### config.mk
export PLATFORM = sky130hd
export DESIGN_NAME = user_input_entry
export DESIGN_NICKNAME = d
export VERILOG_FILES = /design/src/rtl/user_input_entry.sv
export SDC_FILE = /design/constraint.sdc
export NUM_CORES = 1
export LEC_CHECK = 0
export CAP_MARGIN = 20
export CORE_MARGIN = 8
export CORE_UTILIZATION = 25
export DETAILED_ROUTE_END_ITERATION = 10
export PLACE_DENSITY = 0.4
export SLEW_MARGIN = 5
export SYNTH_ARGS = -nofsm -noshare
export SYNTH_HDL_FRONTEND = slang
export SYNTH_SLANG_ARGS = --single-unit
### constraint.sdc
create_clock -name fastClk -period 5.18 [get_ports fastClk]
set_input_delay 0.777 -clock fastClk [delete_from_list [all_inputs] [get_ports fastClk]]
set_output_delay 0.777 -clock fastClk [all_outputs]
set_load 0.05 [all_outputs]
### src/rtl/user_input_entry.sv
// rtl/user_input_entry.sv - five-button BCD guess entry feeding the 7-segment display driver
// Buttons are synchronised and debounced, then drive an IDLE/ENTRY/SUBMITTED editor.
module user_input_entry #(
   parameter int DEBOUNCE_CYCLES = 4
) (
   input  logic        fastClk,
   input  logic        rst,
   input  logic        enable,
   input  logic        btnUp,
   input  logic        btnDown,
   input  logic        btnLeft,
   input  logic        btnRight,
   input  logic        btnCenter,
   output logic [15:0] userInput,
   output logic        inputReady,
   output logic [1:0]  cursor
);

   localparam logic [7:0] CNT_LAST  = 8'(DEBOUNCE_CYCLES - 1);
   localparam logic [1:0] IDLE      = 2'd0;
   localparam logic [1:0] ENTRY     = 2'd1;
   localparam logic [1:0] SUBMITTED = 2'd2;
   localparam int B_RIGHT  = 0;
   localparam int B_LEFT   = 1;
   localparam int B_DOWN   = 2;
   localparam int B_UP     = 3;
   localparam int B_CENTER = 4;

   logic [4:0] rawBtn;
   logic [4:0] sync1;
   logic [4:0] sync2;
   logic [4:0] debounced;
   logic [4:0] debPrev;
   logic [4:0] press;
   logic [7:0] debCnt [5];
   logic [1:0] state;
   logic [3:0] selDigit;
   logic [3:0] incDigit;
   logic [3:0] decDigit;

   assign rawBtn = {btnCenter, btnUp, btnDown, btnLeft, btnRight};

   // press is registered so every action lands DEBOUNCE_CYCLES+3 edges after the first sample
   always_ff @(posedge fastClk or posedge rst) begin
      if (rst) begin
         sync1     <= '0;
         sync2     <= '0;
         debounced <= '0;
         debPrev   <= '0;
         press     <= '0;
         for (int i = 0; i < 5; i++) debCnt[i] <= '0;
      end else begin
         sync1   <= rawBtn;
         sync2   <= sync1;
         debPrev <= debounced;
         press   <= debounced & ~debPrev;
         for (int i = 0; i < 5; i++) begin
            if (sync2[i] != debounced[i]) begin
               if (debCnt[i] == CNT_LAST) begin
                  debounced[i] <= ~debounced[i];
                  debCnt[i]    <= '0;
               end else begin
                  debCnt[i] <= debCnt[i] + 8'd1;
               end
            end else begin
               debCnt[i] <= '0;
            end
         end
      end
   end

   function automatic logic [15:0] setDigit(input logic [15:0] v, input logic [1:0] idx,
                                            input logic [3:0] d);
      logic [15:0] r;
      r = v;
      case (idx)
         2'd0:    r[15:12] = d;
         2'd1:    r[11:8]  = d;
         2'd2:    r[7:4]   = d;
         default: r[3:0]   = d;
      endcase
      return r;
   endfunction

   always_comb begin
      selDigit = 4'd0;
      case (cursor)
         2'd0:    selDigit = userInput[15:12];
         2'd1:    selDigit = userInput[11:8];
         2'd2:    selDigit = userInput[7:4];
         default: selDigit = userInput[3:0];
      endcase
      incDigit = (selDigit == 4'd9) ? 4'd0 : selDigit + 4'd1;
      decDigit = (selDigit == 4'd0) ? 4'd9 : selDigit - 4'd1;
   end

   always_ff @(posedge fastClk or posedge rst) begin
      if (rst) begin
         state      <= IDLE;
         userInput  <= '0;
         inputReady <= 1'b0;
         cursor     <= '0;
      end else begin
         case (state)
            IDLE: begin
               inputReady <= 1'b0;
               if (enable) begin
                  userInput <= '0;
                  cursor    <= '0;
                  state     <= ENTRY;
               end
            end
            ENTRY: begin
               if (!enable) begin
                  state <= IDLE;
               end else if (press[B_CENTER]) begin
                  inputReady <= 1'b1;
                  state      <= SUBMITTED;
               end else if (press[B_UP]) begin
                  userInput <= setDigit(userInput, cursor, incDigit);
               end else if (press[B_DOWN]) begin
                  userInput <= setDigit(userInput, cursor, decDigit);
               end else if (press[B_LEFT]) begin
                  cursor <= cursor - 2'd1;
               end else if (press[B_RIGHT]) begin
                  cursor <= cursor + 2'd1;
               end
            end
            SUBMITTED: begin
               if (!enable) begin
                  inputReady <= 1'b0;
                  state      <= IDLE;
               end
            end
            default: state <= IDLE;
         endcase
      end
   end

endmodule

# Word-level counts from Yosys, hierarchy flattened
# Index checks and enable logic that the tools add are counted.
# word_totals
register_bits	86
latch_bits	0
ram_bits	0
romBits	0
input_bits	8
mem_count	0
# classes
addsub	9
multipliers	0
div_mod_pow	0
order_cmp	0
eq_ne	30
shifts	0
n_mux	44
n_bitwise	7
reduce_logical	18
# ops
cell	count
$mux W16	5
$mux W8	10
$add A8 B1 Y8 const B	5
$eq A8 B2 Y1 const B	5
$mux W4	10
$pmux W16 S2	1
$mux W2	11
$reduce_and A6 Y1	3
$ne A3 B3 Y1 const B	5
$ne A2 B2 Y1 const B	7
$reduce_and A7 Y1	2
$pmux W4 S3	1
$reduce_and A2 Y1	5
$ne A2 B1 Y1 const B	3
$pmux W2 S3	1
$and A5 B5 Y5	1
$ne A1 B1 Y1	5
$not A1 Y1	5
$not A5 Y5	1
$add A4 B1 Y4 const B	1
$eq A2 B1 Y1 const B	2
$eq A2 B2 Y1 const B	2
$eq A4 B4 Y1 const B	1
$logic_not A2 Y1	2
12 further kinds	14

# Longest topological paths before layout
# Gate-level depths: netlist (run 1).
# logic_depth
ltp_word	10
depth_mapped	8
depth_no_buf	8

# Worst setup path after synthesis (run 1)
# OpenSTA, ideal clock, no wires.
# synth_path
kind	register -> register
startpoint	register cursor[0]
endpoint	register userInput[15]
setup_time_ps	67
arrival_time_ps	2365
slack_ps	2749
stages_incl_launch_ff	9
n_path_buf	0
period_less_slack_ps	2431
cell_sequence	dfrtp_1 inv_1 ha_1 a222oi_1 mux2_4 nand2_2 or3_1 a31oi_2 mux2_2
# synth_via
elab_chain_cells	10
word_cells_on_any_way	19
# synth_rtl
element	line	text
start, declared	16	output logic [1:0] cursor
start signal, assigned	124	cursor <= cursor - 2'd1;
start signal, assigned	126	cursor <= cursor + 2'd1;
$eq A2 B2 Y1 (tied with other cells)	87	case (cursor)
$pmux W4 S3	87	
$sub A4 B1 Y4 / $logic_not A4 Y1 (equally long branches)	94	decDigit = (selDigit == 4'd0) ? 4'd9 : selDigit - 4'd1;
$mux W4	94	
$mux W4	76	case (idx)
$mux W16	121	end else if (press[B_DOWN]) begin
$mux W16	119	end else if (press[B_UP]) begin
$mux W16	116	end else if (press[B_CENTER]) begin
$mux W16	114	if (!enable) begin
$pmux W16 S2	104	case (state)
end signal, assigned	120	userInput <= setDigit(userInput, cursor, incDigit);
end signal, assigned	122	userInput <= setDigit(userInput, cursor, decDigit);
end, declared	14	output logic [15:0] userInput,
# Parallel ways exist; a longest one is shown, timed or not. The select of a mux whose other input is x is not followed.
# A chain may end at the register's enable or synchronous reset.

# Final worst setup path (run 1)
# layout_path
startpoint	register cursor[0]
endpoint	register userInput[3]
# layout_via
elab_chain_cells	10
word_cells_on_any_way	21
# layout_rtl
element	line
$eq A2 B2 Y1 (tied with other cells)	76, 87
$pmux W4 S3	87
$sub A4 B1 Y4 / $logic_not A4 Y1 (equally long branches)	94
$mux W4	94
$mux W4	76
$mux W16	121
$mux W16	119
$mux W16	116
$mux W16	114
$pmux W16 S2	104
# Parallel ways exist; a longest one is shown, timed or not. The select of a mux whose other input is x is not followed.

==> results of run 1 <==
[cell type report]
class / instances / share of cell area
Multi-Input combinational cell: 223 / 0.333
Clock buffer: 12 / 0.0589
Clock inverter: 1 / 0.00664
Tap cell: 184 / 0.0509
Sequential cell: 86 / 0.476
Timing Repair Buffer: 28 / 0.0636
Inverter: 13 / 0.0111
[path summary, 6_finish.rpt]
| path | startpoint | end | slack, ns | cells after the start |
|---|---|---|---|---|
| worst min register to register | sync1[0]$_DFF_PP0_ | sync2[0]$_DFF_PP0_ | 0.35 | 0 |
| worst max-delay path | cursor[0]$_DFFE_PP0P_ | userInput[3]$_DFFE_PP0P_ | 2.73 | 8 |
| max in group asynchronous | rst | press[0]$_DFF_PP0_ | 3.69 | 3 |
| worst min-delay path | sync1[0]$_DFF_PP0_ | sync2[0]$_DFF_PP0_ | 0.35 | 0 |
| min in group asynchronous | rst | sync1[1]$_DFF_PP0_ | 0.72 | 2 |
| worst max register to register | cursor[0]$_DFFE_PP0P_ | userInput[3]$_DFFE_PP0P_ | 2.73 | 8 |
[synthesized netlist by cell type (all sizes together)]
| cell type | instances | share of area |
|---|---|---|
| dfrtp | 86 | 0.58 |
| nor2 | 39 | 0.039 |
| xor2 | 27 | 0.064 |
| nand3 | 21 | 0.028 |
| mux2 | 19 | 0.060 |
| nand2 | 19 | 0.020 |
| and3 | 13 | 0.022 |
| inv | 13 | 0.013 |
| o21ai | 12 | 0.016 |
| xnor2 | 12 | 0.028 |
| ha | 9 | 0.030 |
| nor3 | 7 | 0.011 |
| nor2b | 6 | 0.010 |
| a21oi | 5 | 0.0067 |
| a31oi | 5 | 0.010 |
| a222oi | 4 | 0.011 |
| and2 | 4 | 0.0067 |
| nor3b | 3 | 0.0061 |
| nor4 | 3 | 0.0050 |
| nor4b | 3 | 0.0071 |
| clkbuf | 2 | 0.0020 |
| mux2i | 2 | 0.0054 |
| o31ai | 2 | 0.0040 |
| or3 | 2 | 0.0034 |
| a21boi | 1 | 0.0020 |
| a21o | 1 | 0.0020 |
| buf | 1 | 0.0013 |
| nand2b | 1 | 0.0017 |
| nand4 | 1 | 0.0017 |
| o21ba | 1 | 0.0027 |
| or2 | 1 | 0.0017 |
[state kept, by name, summed over array words and instances (netlist names)]
| name | cells |
|---|---|
| debounced | 5 |
| cursor | 2 |
| userInput | 16 |
| state | 2 |
| debPrev | 5 |
| sync2 | 5 |
| debCnt | 40 |
| sync1 | 5 |
| inputReady | 1 |
| press | 5 |
[metal layers]
layer  global-route usage  wire length [um]
met4               0.0358                87
met2                0.134              3540
met1                0.100              3300
met5                    0                 0
met3               0.0304               411
[per-stage QoR]
stage / total power [W] / setup slack, ns / std cells
after global routing: 0.00285 / 2.60 / 547
after global placement: 0.00205 / 2.58 / 533
after floorplan: 0.00173 / 2.18 / 325
after CTS: 0.00272 / 2.73 / 546
final: 0.00268 / 2.73 / 547
after detailed placement: 0.00205 / 2.55 / 533
[kinds of logic after synthesis]
logic type	Yosys count
adder cells (fa/ha/maj)	9
buffers and inverters	16
AND/OR/NAND/NOR	123
XOR/XNOR	39
AO/OA/AOI/OAI	31
flip-flops	86
multiplexers	21
[power groups by stage]
stage	clock network, W	registers [W]	logic, W
after floorplan	0	0.00118	0.000548
after global placement	0	0.00102	0.00103
after detailed placement	0	0.00102	0.00103
after CTS	0.000675	0.00101	0.00104
after global routing	0.000697	0.00103	0.00112
final	0.000644	0.00101	0.00102
==> load_flow_metrics.sql, run 1 <==
INSERT INTO impl_metrics (metric_group, metric, value, unit) VALUES
('pwr', 'p_clk_frac', '0.241', ''),
('synthesis', 'mappedNetlistNets', '342', ''),
('finish', 'layout.filler_cells', '1499', ''),
('setup_path', 'crit_top_cell', 'mux2_2', ''),
('setup_path', 'cp_max_fo', '6', ''),
('pwr', 'leakage', '2.01', 'nW'),
('cts', 'total_clock_sinks', '86', ''),
('outcome', 'outcome', 'completed', ''),
('pwr', 'intPower', '0.00165', 'W'),
('finish', 'insertedDiodeCount', '0', ''),
('finish', 'drive_gt1_frac', '0.110', ''),
('detailed_routing', 'post_drt_via_cell_ratio', '4.43', ''),
('setup_path', 'crit_arrival', '2.72', 'ns'),
('timing', 'period_minus_slack', '2.45', 'ns'),
('timing', 'final_min_period_over_clock_period', '0.473', ''),
('finish', 'utilization', '0.311', ''),
('finish', 'layout_commonest_cell', 'dfrtp_1', ''),
('timing', 'max_clock_freq', '408', 'MHz'),
('synthesis', 'post_synth_instance_area', '3720', 'um2'),
('cts', 'tritoncts.num_buffers', '9', ''),
('synthesis', 'synth_compound_area_frac', '0.0545', ''),
('global_route', 'grtUsageTotal', '0.0841', ''),
('cts', 'worstSkewPairLatency', '0.33', 'ns'),
('floorplanning', 'dieArea', '19000', 'um2'),
('floorplanning', 'rows', '44', ''),
('timing', 'maxSlewViolCount', '0', ''),
('timing', 'worstMarginPinSlew', '0.559', 'ns'),
('global_route', 'grt_max_degree', '53', ''),
('place', 'place_congestion', '0.762', ''),
('cts', 'cts_root_buf', 'clkbuf_16', ''),
('detailed_routing', 'vias', '2425', ''),
('finish', 'layout.cells.most_common_list', 'dfrtp_1, nor2_1, xor2_1', ''),
('pwr', 'power-per-cell-area', '591', 'nW/um2'),
('synthesis', 'syn-mean-instance-area', '11.4', 'um2'),
('finish', 'multi_input_area', '1510', 'um2'),
('hold_path', 'path_type_of_the_worst_min_delay_path', 'register to register', ''),
('global_route', 'grt_overflow_total', '0', ''),
('timing', 'grt_setup_unrepaired', 'no', ''),
('timing', 'worst_hold_slack', '0.347', 'ns'),
('cts', 'tritoncts_clock_tree', 'built', ''),
('cts', 'cts_htree_levels', '3', ''),
('timing', 'fin_skew', '0.00432', 'ns'),
('setup_path', 'crit_type', 'register to register', ''),
('floorplanning', 'starting_density_of_the_core', '0.256', ''),
('finish', 'regArea', '2150', 'um2'),
('pwr', 'seq_power_share', '0.376', ''),
('place', 'placed_cell_area', '4210', 'um2'),
('setup_path', 'path_buf_inv', '1', ''),
('timing', 'final-hold-violation-count', '0', ''),
('setup_path', 'timing.critical_path.slowest_stage_cell', 'dfrtp_1', ''),
('setup_path', 'critPathRequiredTime', '5.45', 'ns'),
('cts', 'cts.reportedPaths.clkPinSlew', '0.06', 'ns'),
('synthesis', 'postSynthCellCount', '325', ''),
('setup_path', 'endpoint_type_of_the_worst_setup_path', 'register', ''),
('synthesis', 'yosys.area_share.adder', '0.0303', ''),
('pwr', 'pwr-share-comb', '0.383', ''),
('timing', 'setup-violations-final', '0', ''),
('synthesis', 'synth_cell_types', '36', ''),
('detailed_routing', 'detailed_route_wire_length_per_cell', '13.4', 'um'),
('detailed_routing', 'detail-route-antenna-nets', '0', ''),
('synthesis', 'register_area_share_after_synthesis', '0.579', ''),
('synthesis', 'proportion_of_synthesized_area_in_mux_cells', '0.0649', ''),
('setup_path', 'cp_startpoint_kind', 'register', ''),
('detailed_routing', 'drt_wl_total', '7.34', 'mm'),
('finish', 'area_delta_synth_final', '21.6', '%'),
('setup_path', 'worst_path_largest_cell_delay', '0.43', 'ns'),
('place', 'io_buffers', '26', ''),
('detailed_routing', 'drc_errors', '0', ''),
('timing', 'totalNegativeSetupSlack', '0', 'ns'),
('cts', 'count_of_buffers_added_by_post_cts_timing_repair_for_setup', '0', ''),
('finish', 'finalNetCount', '378', '');
(Power assumes the default switching activity.)
==> inputs of run 2 (changes only) <==
Settings changed: PLACE_DENSITY 0.4 to 0.41.
Clock period 5.18 ns to 2.1 ns, I/O delays scaled along.
==> load_flow_metrics.sql, run 2 (synthesized netlist as in run 1, its figures left out) <==
INSERT INTO impl_metrics (metric_group, metric, value, unit) VALUES
('hold_path', 'timing.hold.worst_path_depth', '0', ''),
('detailed_routing', 'drt_wl_total', '7.34', 'mm'),
('global_route', 'grt_pass1_vias', '2588', ''),
('timing', 'totalNegativeSetupSlack', '-0.243', 'ns'),
('finish', 'flip_flop_count_of_the_largest_register_all_copies_and_words_added', '40', ''),
('floorplanning', 'dieArea', '19000', 'um2'),
('global_route', 'grt_max_degree', '87', ''),
('detailed_routing', 'drc_errors', '0', ''),
('timing', 'final-hold-violation-count', '0', ''),
('place', 'place.detailed.instances', '543', ''),
('place', 'dp_hpwl', '4.96', 'mm'),
('finish', 'layout_commonest_cell', 'dfrtp_1', ''),
('setup_path', 'critical_path.reg2reg.endpoint', 'userInput[11]$_DFFE_PP0P_', ''),
('finish', 'drive_gt1_frac', '0.181', ''),
('hold_path', 'path_type_of_the_worst_min_delay_path', 'register to register', ''),
('cts', 'cts.reportedPaths.clkPinSlew', '0.06', 'ns'),
('setup_path', 'worst_path_largest_cell_delay', '0.41', 'ns'),
('cts', 'cts_hold_repair.buffers', '0', ''),
('cts', 'tritoncts.num_buffers', '9', ''),
('finish', 'finalNetCount', '388', ''),
('hold_path', 'min_delay_worst_endpoint', 'sync2[0]$_DFF_PP0_', ''),
('floorplanning', 'floorplan.die.width', '138', 'um'),
('hold_path', 'worst_hold_startpoint', 'sync1[0]$_DFF_PP0_', ''),
('pwr', 'peakVddDrop', '0.000551', 'V'),
('outcome', 'failed_checks', 'negative setup slack', ''),
('global_route', 'grt_first_pass_wirelength', '12.7', 'mm'),
('pwr', 'sw_frac_of_total', '0.387', ''),
('cts', 'cts_htree_levels', '3', ''),
('setup_path', 'crit_arrival', '2.37', 'ns'),
('timing', 'worst_setup_slack_final', '-0.0552', 'ns'),
('pwr', 'pwr-share-comb', '0.414', ''),
('detailed_routing', 'post_drt_via_cell_ratio', '4.42', ''),
('pwr', 'power.net_switching', '0.00264', 'W'),
('floorplanning', 'rows', '44', ''),
('finish', 'area_delta_synth_final', '25.9', '%'),
('finish', 'reg.largest.list', 'debCnt: 40 flops, userInput: 16 flops', ''),
('run', 'total_of_max_cap_violations', '0', ''),
('setup_path', 'critPathRequiredTime', '2.32', 'ns'),
('setup_path', 'cp_startpoint_kind', 'register', ''),
('setup_path', 'crit_path_cell_trace', 'inv_2 -> ha_2 -> a222oi_1 -> mux2i_2 -> and2_1 -> o21ai_1 -> a31oi_4 -> mux2_2', ''),
('cts', 'cts_root_buf', 'clkbuf_16', ''),
('setup_path', 'crit_type', 'register to register', ''),
('finish', 'layout.cells.most_common_list', 'dfrtp_1, nor2_1, xor2_1', ''),
('detailed_routing', 'vias', '2477', ''),
('setup_path', 'endpoint_type_of_the_worst_setup_path', 'register', ''),
('global_route', 'grt_overflow_total', '0', ''),
('timing', 'max_clock_freq', '464', 'MHz'),
('timing', 'final_min_period_over_clock_period', '1.03', ''),
('timing', 'worst_hold_slack', '0.346', 'ns'),
('detailed_routing', 'detail-route-antenna-nets', '0', ''),
('timing', 'period_minus_slack', '2.16', 'ns'),
('global_route', 'grtUsageTotal', '0.0835', ''),
('setup_path', 'cp_max_fo', '6', ''),
('cts', 'cts.path.max_buffers', '2', ''),
('setup_path', 'timing.critical_path.slowest_stage_cell', 'dfrtp_2', ''),
('detailed_routing', 'detailedRoute.firstPassIterationCount', '5', ''),
('global_route', 'grt_antenna_before_repair', '0', ''),
('pwr', 'leakage', '2.06', 'nW'),
('cts', 'tritoncts_clock_tree', 'built', ''),
('pwr', 'power-per-cell-area', '1460', 'nW/um2'),
('pwr', 'intPower', '0.00419', 'W'),
('detailed_routing', 'detailed_route_wire_length_per_cell', '13.1', 'um'),
('timing', 'worstMarginPinSlew', '0.515', 'ns'),
('finish', 'layout.filler_cells', '1515', ''),
('timing', 'max_slew_headroom_at_the_worst_pin', '0.655', ''),
('timing', 'setup-violations-final', '8', ''),
('floorplanning', 'boundaryPins', '27', ''),
('finish', 'insertedDiodeCount', '0', ''),
('setup_path', 'setup.reg_to_reg.worst_slack', '-0.06', 'ns'),
('place', 'place_congestion', '0.783', ''),
('timing', 'maxSlewViolCount', '0', ''),
('setup_path', 'rr_startpoint', 'cursor[1]$_DFFE_PP0P_', ''),
('finish', 'largest-register', 'debCnt', ''),
('detailed_routing', 'drt_iter0_markers', '102', ''),
('finish', 'final_cells', '560', ''),
('cts', 'worstSkewPairLatency', '0.33', 'ns'),
('timing', 'grt_setup_unrepaired', 'yes', ''),
('floorplanning', 'starting_density_of_the_core', '0.256', ''),
('outcome', 'outcome', 'finished, violations left', ''),
('floorplanning', 'core_region_area', '14500', 'um2'),
('place', 'io_buffers', '26', ''),
('pwr', 'p_clk_frac', '0.221', ''),
('pwr', 'seq_power_share', '0.364', ''),
('timing', 'fin_skew', '0.00530', 'ns'),
('floorplanning', 'die_h', '138', 'um'),
('pwr', 'finalPower', '0.00683', 'W'),
('setup_path', 'worst_r2r_path_depth', '8', ''),
('cts', 'total_clock_sinks', '86', '');
run 2: cell count changes in the layout (fill, tap and decap cells not counted), sizes merged:
cell / previous run / this run
buf: 2 / 12
bufinv: 1 / 0
clkbuf: 12 / 13
clkinv: 1 / 2
clkinvlp: 0 / 2
run 2: how the worst max path moves through the flow:
stage | start | to | slack, ns | cells after the start
after global placement | cursor[1]$_DFFE_PP0P_ | userInput[11]$_DFFE_PP0P_ | 0.03 | 8
after floorplan | cursor[0]$_DFFE_PP0P_ | userInput[15]$_DFFE_PP0P_ | -0.06 | 8
after global routing | cursor[1]$_DFFE_PP0P_ | userInput[7]$_DFFE_PP0P_ | -0.15 | 8
after CTS | cursor[0]$_DFFE_PP0P_ | userInput[15]$_DFFE_PP0P_ | -0.04 | 8
after detailed placement | cursor[0]$_DFFE_PP0P_ | userInput[15]$_DFFE_PP0P_ | -0.01 | 8
final | cursor[1]$_DFFE_PP0P_ | userInput[11]$_DFFE_PP0P_ | -0.06 | 8
run 2: worst max-delay path: cells and delay by family (launching register included):
| kind | cells | cell delay, ns |
|---|---|---|
| compound gates | 3 | 0.68 |
| mux | 2 | 0.47 |
| flops | 1 | 0.41 |
| fa+ha+maj | 1 | 0.21 |
| simple gates | 1 | 0.21 |
| buf+inv | 1 | 0.07 |
run 2: layout make-up:
| type | count | area (um2) | share of cell area |
|---|---|---|---|
| timing repair buffer | 38 | 363 | 0.0775 |
| inverter | 13 | 55.1 | 0.0118 |
| sequential | 86 | 2150 | 0.460 |
| multi-input combinational | 223 | 1590 | 0.340 |
| clock inverter | 3 | 17.5 | 0.00374 |
| tap | 184 | 230 | 0.0491 |
| clock buffer | 13 | 270 | 0.0577 |
run 2: power by group through the flow:
stage | Sequential (W) | Combinational (W) | Clock, W
after floorplan | 0.00293 | 0.00141 | 0
after global placement | 0.00253 | 0.00269 | 0
after detailed placement | 0.00253 | 0.00270 | 0
after CTS | 0.00250 | 0.00281 | 0.00158
after global routing | 0.00257 | 0.00306 | 0.00164
final | 0.00249 | 0.00283 | 0.00151
run 2: stage by stage:
| step | instance area (um2) | worst slack, ns | util |
|---|---|---|---|
| after floorplan | 3770 | -0.0633 | - |
| after global placement | 4340 | 0.0345 | 0.299 |
| after detailed placement | 4340 | -0.0105 | 0.299 |
| after CTS | 4660 | -0.0365 | 0.320 |
| after global routing | 4680 | -0.155 | 0.322 |
| final | 4680 | -0.0552 | 0.322 |
run 2: timing repair:
action / 4_1_cts / 5_1_grt
pin swaps: 1 / 1
gates resized for setup: 4 / 6
setup endpoints to repair: 5 / 12
setup buffers: 1 / 0
run 2: layer usage:
| layer | vias up | track usage | wire length (um) |
|---|---|---|---|
| li1 | 1215 | - | - |
| met4 | 0 | 0.0322 | 120 |
| met3 | 12 | 0.0243 | 313 |
| met5 | - | 0 | 0 |
| met2 | 39 | 0.133 | 3490 |
| met1 | 1211 | 0.105 | 3420 |
==> inputs of run 3 (changes only) <==
Settings changed: PLACE_DENSITY 0.41 to 0.4.
Clock period 2.1 ns to 2.3 ns, I/O delays scaled along.
==> load_flow_metrics.sql, run 3 (synthesized netlist as in run 1, its figures left out) <==
INSERT INTO impl_metrics (metric_group, metric, value, unit) VALUES
('timing', 'final_min_period_over_clock_period', '0.954', ''),
('cts', 'cts_root_buf', 'clkbuf_16', ''),
('finish', 'finalInstanceArea', '4620', 'um2'),
('finish', 'layout_commonest_cell', 'dfrtp_1', ''),
('detailed_routing', 'met3_wirelength', '390', 'um'),
('global_route', 'grt_max_degree', '36', ''),
('cts', 'cts.reportedPaths.clkPinSlew', '0.06', 'ns'),
('detailed_routing', 'drt_iter0_markers', '181', ''),
('finish', 'layout.cells.most_common_list', 'dfrtp_1, nor2_1, xor2_1', ''),
('cts', 'tritoncts.num_buffers', '9', ''),
('global_route', 'grt_first_pass_wirelength', '12.5', 'mm'),
('finish', 'multi_input_area', '1530', 'um2'),
('detailed_routing', 'post_drt_via_cell_ratio', '4.36', ''),
('cts', 'total_clock_sinks', '86', ''),
('detailed_routing', 'wl_met2', '3.29', 'mm'),
('global_route', 'grt_pass1_vias', '2490', ''),
('pwr', 'power-per-cell-area', '1320', 'nW/um2'),
('floorplanning', 'core_region_area', '14500', 'um2'),
('place', 'io_buffers', '26', ''),
('timing', 'worst_setup_slack_final', '0.105', 'ns'),
('finish', 'utilization', '0.318', ''),
('pwr', 'peakVddDrop', '0.000498', 'V'),
('timing', 'period_minus_slack', '2.19', 'ns'),
('finish', 'layout.filler_cells', '1492', ''),
('global_route', 'grt_antenna_before_repair', '0', ''),
('pwr', 'leakage', '2.05', 'nW'),
('finish', 'regArea', '2150', 'um2'),
('detailed_routing', 'drt_wl_total', '7.28', 'mm'),
('cts', 'cts.path.max_buffers', '2', ''),
('finish', 'reg.largest.list', 'debCnt: 40 flops, userInput: 16 flops', ''),
('detailed_routing', 'met1_length', '3.43', 'mm'),
('floorplanning', 'rows', '44', ''),
('place', 'dp_hpwl', '5.16', 'mm'),
('cts', 'tritoncts_clock_tree', 'built', ''),
('floorplanning', 'floorplan.die.width', '138', 'um'),
('global_route', 'grt_overflow_total', '0', ''),
('detailed_routing', 'detailedRoute.firstPassIterationCount', '5', ''),
('setup_path', 'cp_max_fo', '6', ''),
('finish', 'drive_gt1_frac', '0.153', ''),
('cts', 'cts_htree_levels', '3', ''),
('detailed_routing', 'detail-route-antenna-nets', '0', ''),
('floorplanning', 'starting_density_of_the_core', '0.256', ''),
('run', 'total_of_max_cap_violations', '0', ''),
('detailed_routing', 'top_signal_layer_used', 'met4', ''),
('timing', 'totalNegativeSetupSlack', '0', 'ns'),
('finish', 'finalNetCount', '387', ''),
('global_route', 'grtUsageTotal', '0.0836', ''),
('place', 'place.detailed.instances', '542', ''),
('finish', 'insertedDiodeCount', '0', ''),
('setup_path', 'cp_startpoint_kind', 'register', ''),
('finish', 'flip_flop_count_of_the_largest_register_all_copies_and_words_added', '40', ''),
('timing', 'worstMarginPinSlew', '0.587', 'ns'),
('timing', 'max_slew_headroom_at_the_worst_pin', '0.608', ''),
('outcome', 'outcome', 'completed', ''),
('timing', 'final-hold-violation-count', '0', ''),
('floorplanning', 'dieArea', '19000', 'um2'),
('finish', 'final_cells', '557', ''),
('finish', 'area_delta_synth_final', '24.1', '%'),
('detailed_routing', 'vias', '2429', ''),
('place', 'place_congestion', '0.763', ''),
('finish', 'largest-register', 'debCnt', ''),
('setup_path', 'crit_arrival', '2.41', 'ns'),
('timing', 'setup-violations-final', '0', ''),
('place', 'dp_slack', '0.0615', 'ns'),
('setup_path', 'endpoint_type_of_the_worst_setup_path', 'register', ''),
('detailed_routing', 'drc_errors', '0', ''),
('detailed_routing', 'detailed_route_wire_length_per_cell', '13.1', 'um'),
('hold_path', 'path_type_of_the_worst_min_delay_path', 'register to register', ''),
('place', 'placed_cell_area', '4300', 'um2'),
('timing', 'fin_skew', '0.00537', 'ns'),
('setup_path', 'setup.reg_to_reg.worst_slack', '0.11', 'ns'),
('timing', 'maxSlewViolCount', '0', ''),
('timing', 'max_clock_freq', '456', 'MHz'),
('floorplanning', 'boundaryPins', '27', ''),
('cts', 'worstSkewPairLatency', '0.33', 'ns'),
('floorplanning', 'die_h', '138', 'um'),
('setup_path', 'critPathRequiredTime', '2.51', 'ns'),
('cts', 'cts_hold_repair.buffers', '0', ''),
('setup_path', 'crit_type', 'register to register', '');
==> run 3: cell type report <==
cell class / instances / area share
Inverter: 13 / 0.0114
Timing Repair Buffer: 37 / 0.0797
Sequential cell: 86 / 0.467
Clock inverter: 5 / 0.0114
Clock buffer: 9 / 0.0488
Tap cell: 184 / 0.0499
Multi-Input combinational cell: 223 / 0.332
==> run 3: where the power goes <==
part / switching (W) / internal (W)
sequential: 0.000356 / 0.00191
clock: 0.000560 / 0.000823
combinational: 0.00143 / 0.000999
total: 0.00234 / 0.00373
==> run 3: repair_timing <==
action,4_1_cts,5_1_grt
endpoints found under the setup margin,0,12
buffers inserted,0,1
resized for setup,0,7
==> run 3: through the flow <==
step	total power (W)	hold WS [ns]
3_5_place_dp	0.00468	0.337
2_1_floorplan	0.00390	0.331
5_1_grt	0.00652	0.356
6_report	0.00608	0.347
3_3_place_gp	0.00467	0.334
4_1_cts	0.00610	0.350
==> run 3: routing by layer <==
metal,vias to the layer above,global-route usage
li1,1200,-
met1,1150,0.105
met2,64,0.129
met3,15,0.0272
met4,0,0.0352
met5,-,0
==> run 3: path summary, 6_finish.rpt <==
path / from / to / depth (start not counted)
setup / recovery: cursor[0]$_DFFE_PP0P_ / userInput[7]$_DFFE_PP0P_ / 8
hold / removal: sync1[4]$_DFF_PP0_ / sync2[4]$_DFF_PP0_ / 0
max in group asynchronous: rst / userInput[0]$_DFFE_PP0P_ / 3
hold reg to reg: sync1[4]$_DFF_PP0_ / sync2[4]$_DFF_PP0_ / 0
setup reg to reg: cursor[0]$_DFFE_PP0P_ / userInput[7]$_DFFE_PP0P_ / 8
min in group asynchronous: rst / sync2[1]$_DFF_PP0_ / 2
==> run 3: critical path, cell delays in order (launching register included) <==
cell	delay, ns
dfrtp_2	0.41
inv_1	0.07
ha_2	0.22
a222oi_1	0.39
mux2_4	0.26
a21oi_1	0.07
o21ai_1	0.24
a31oi_4	0.13
mux2_2	0.28
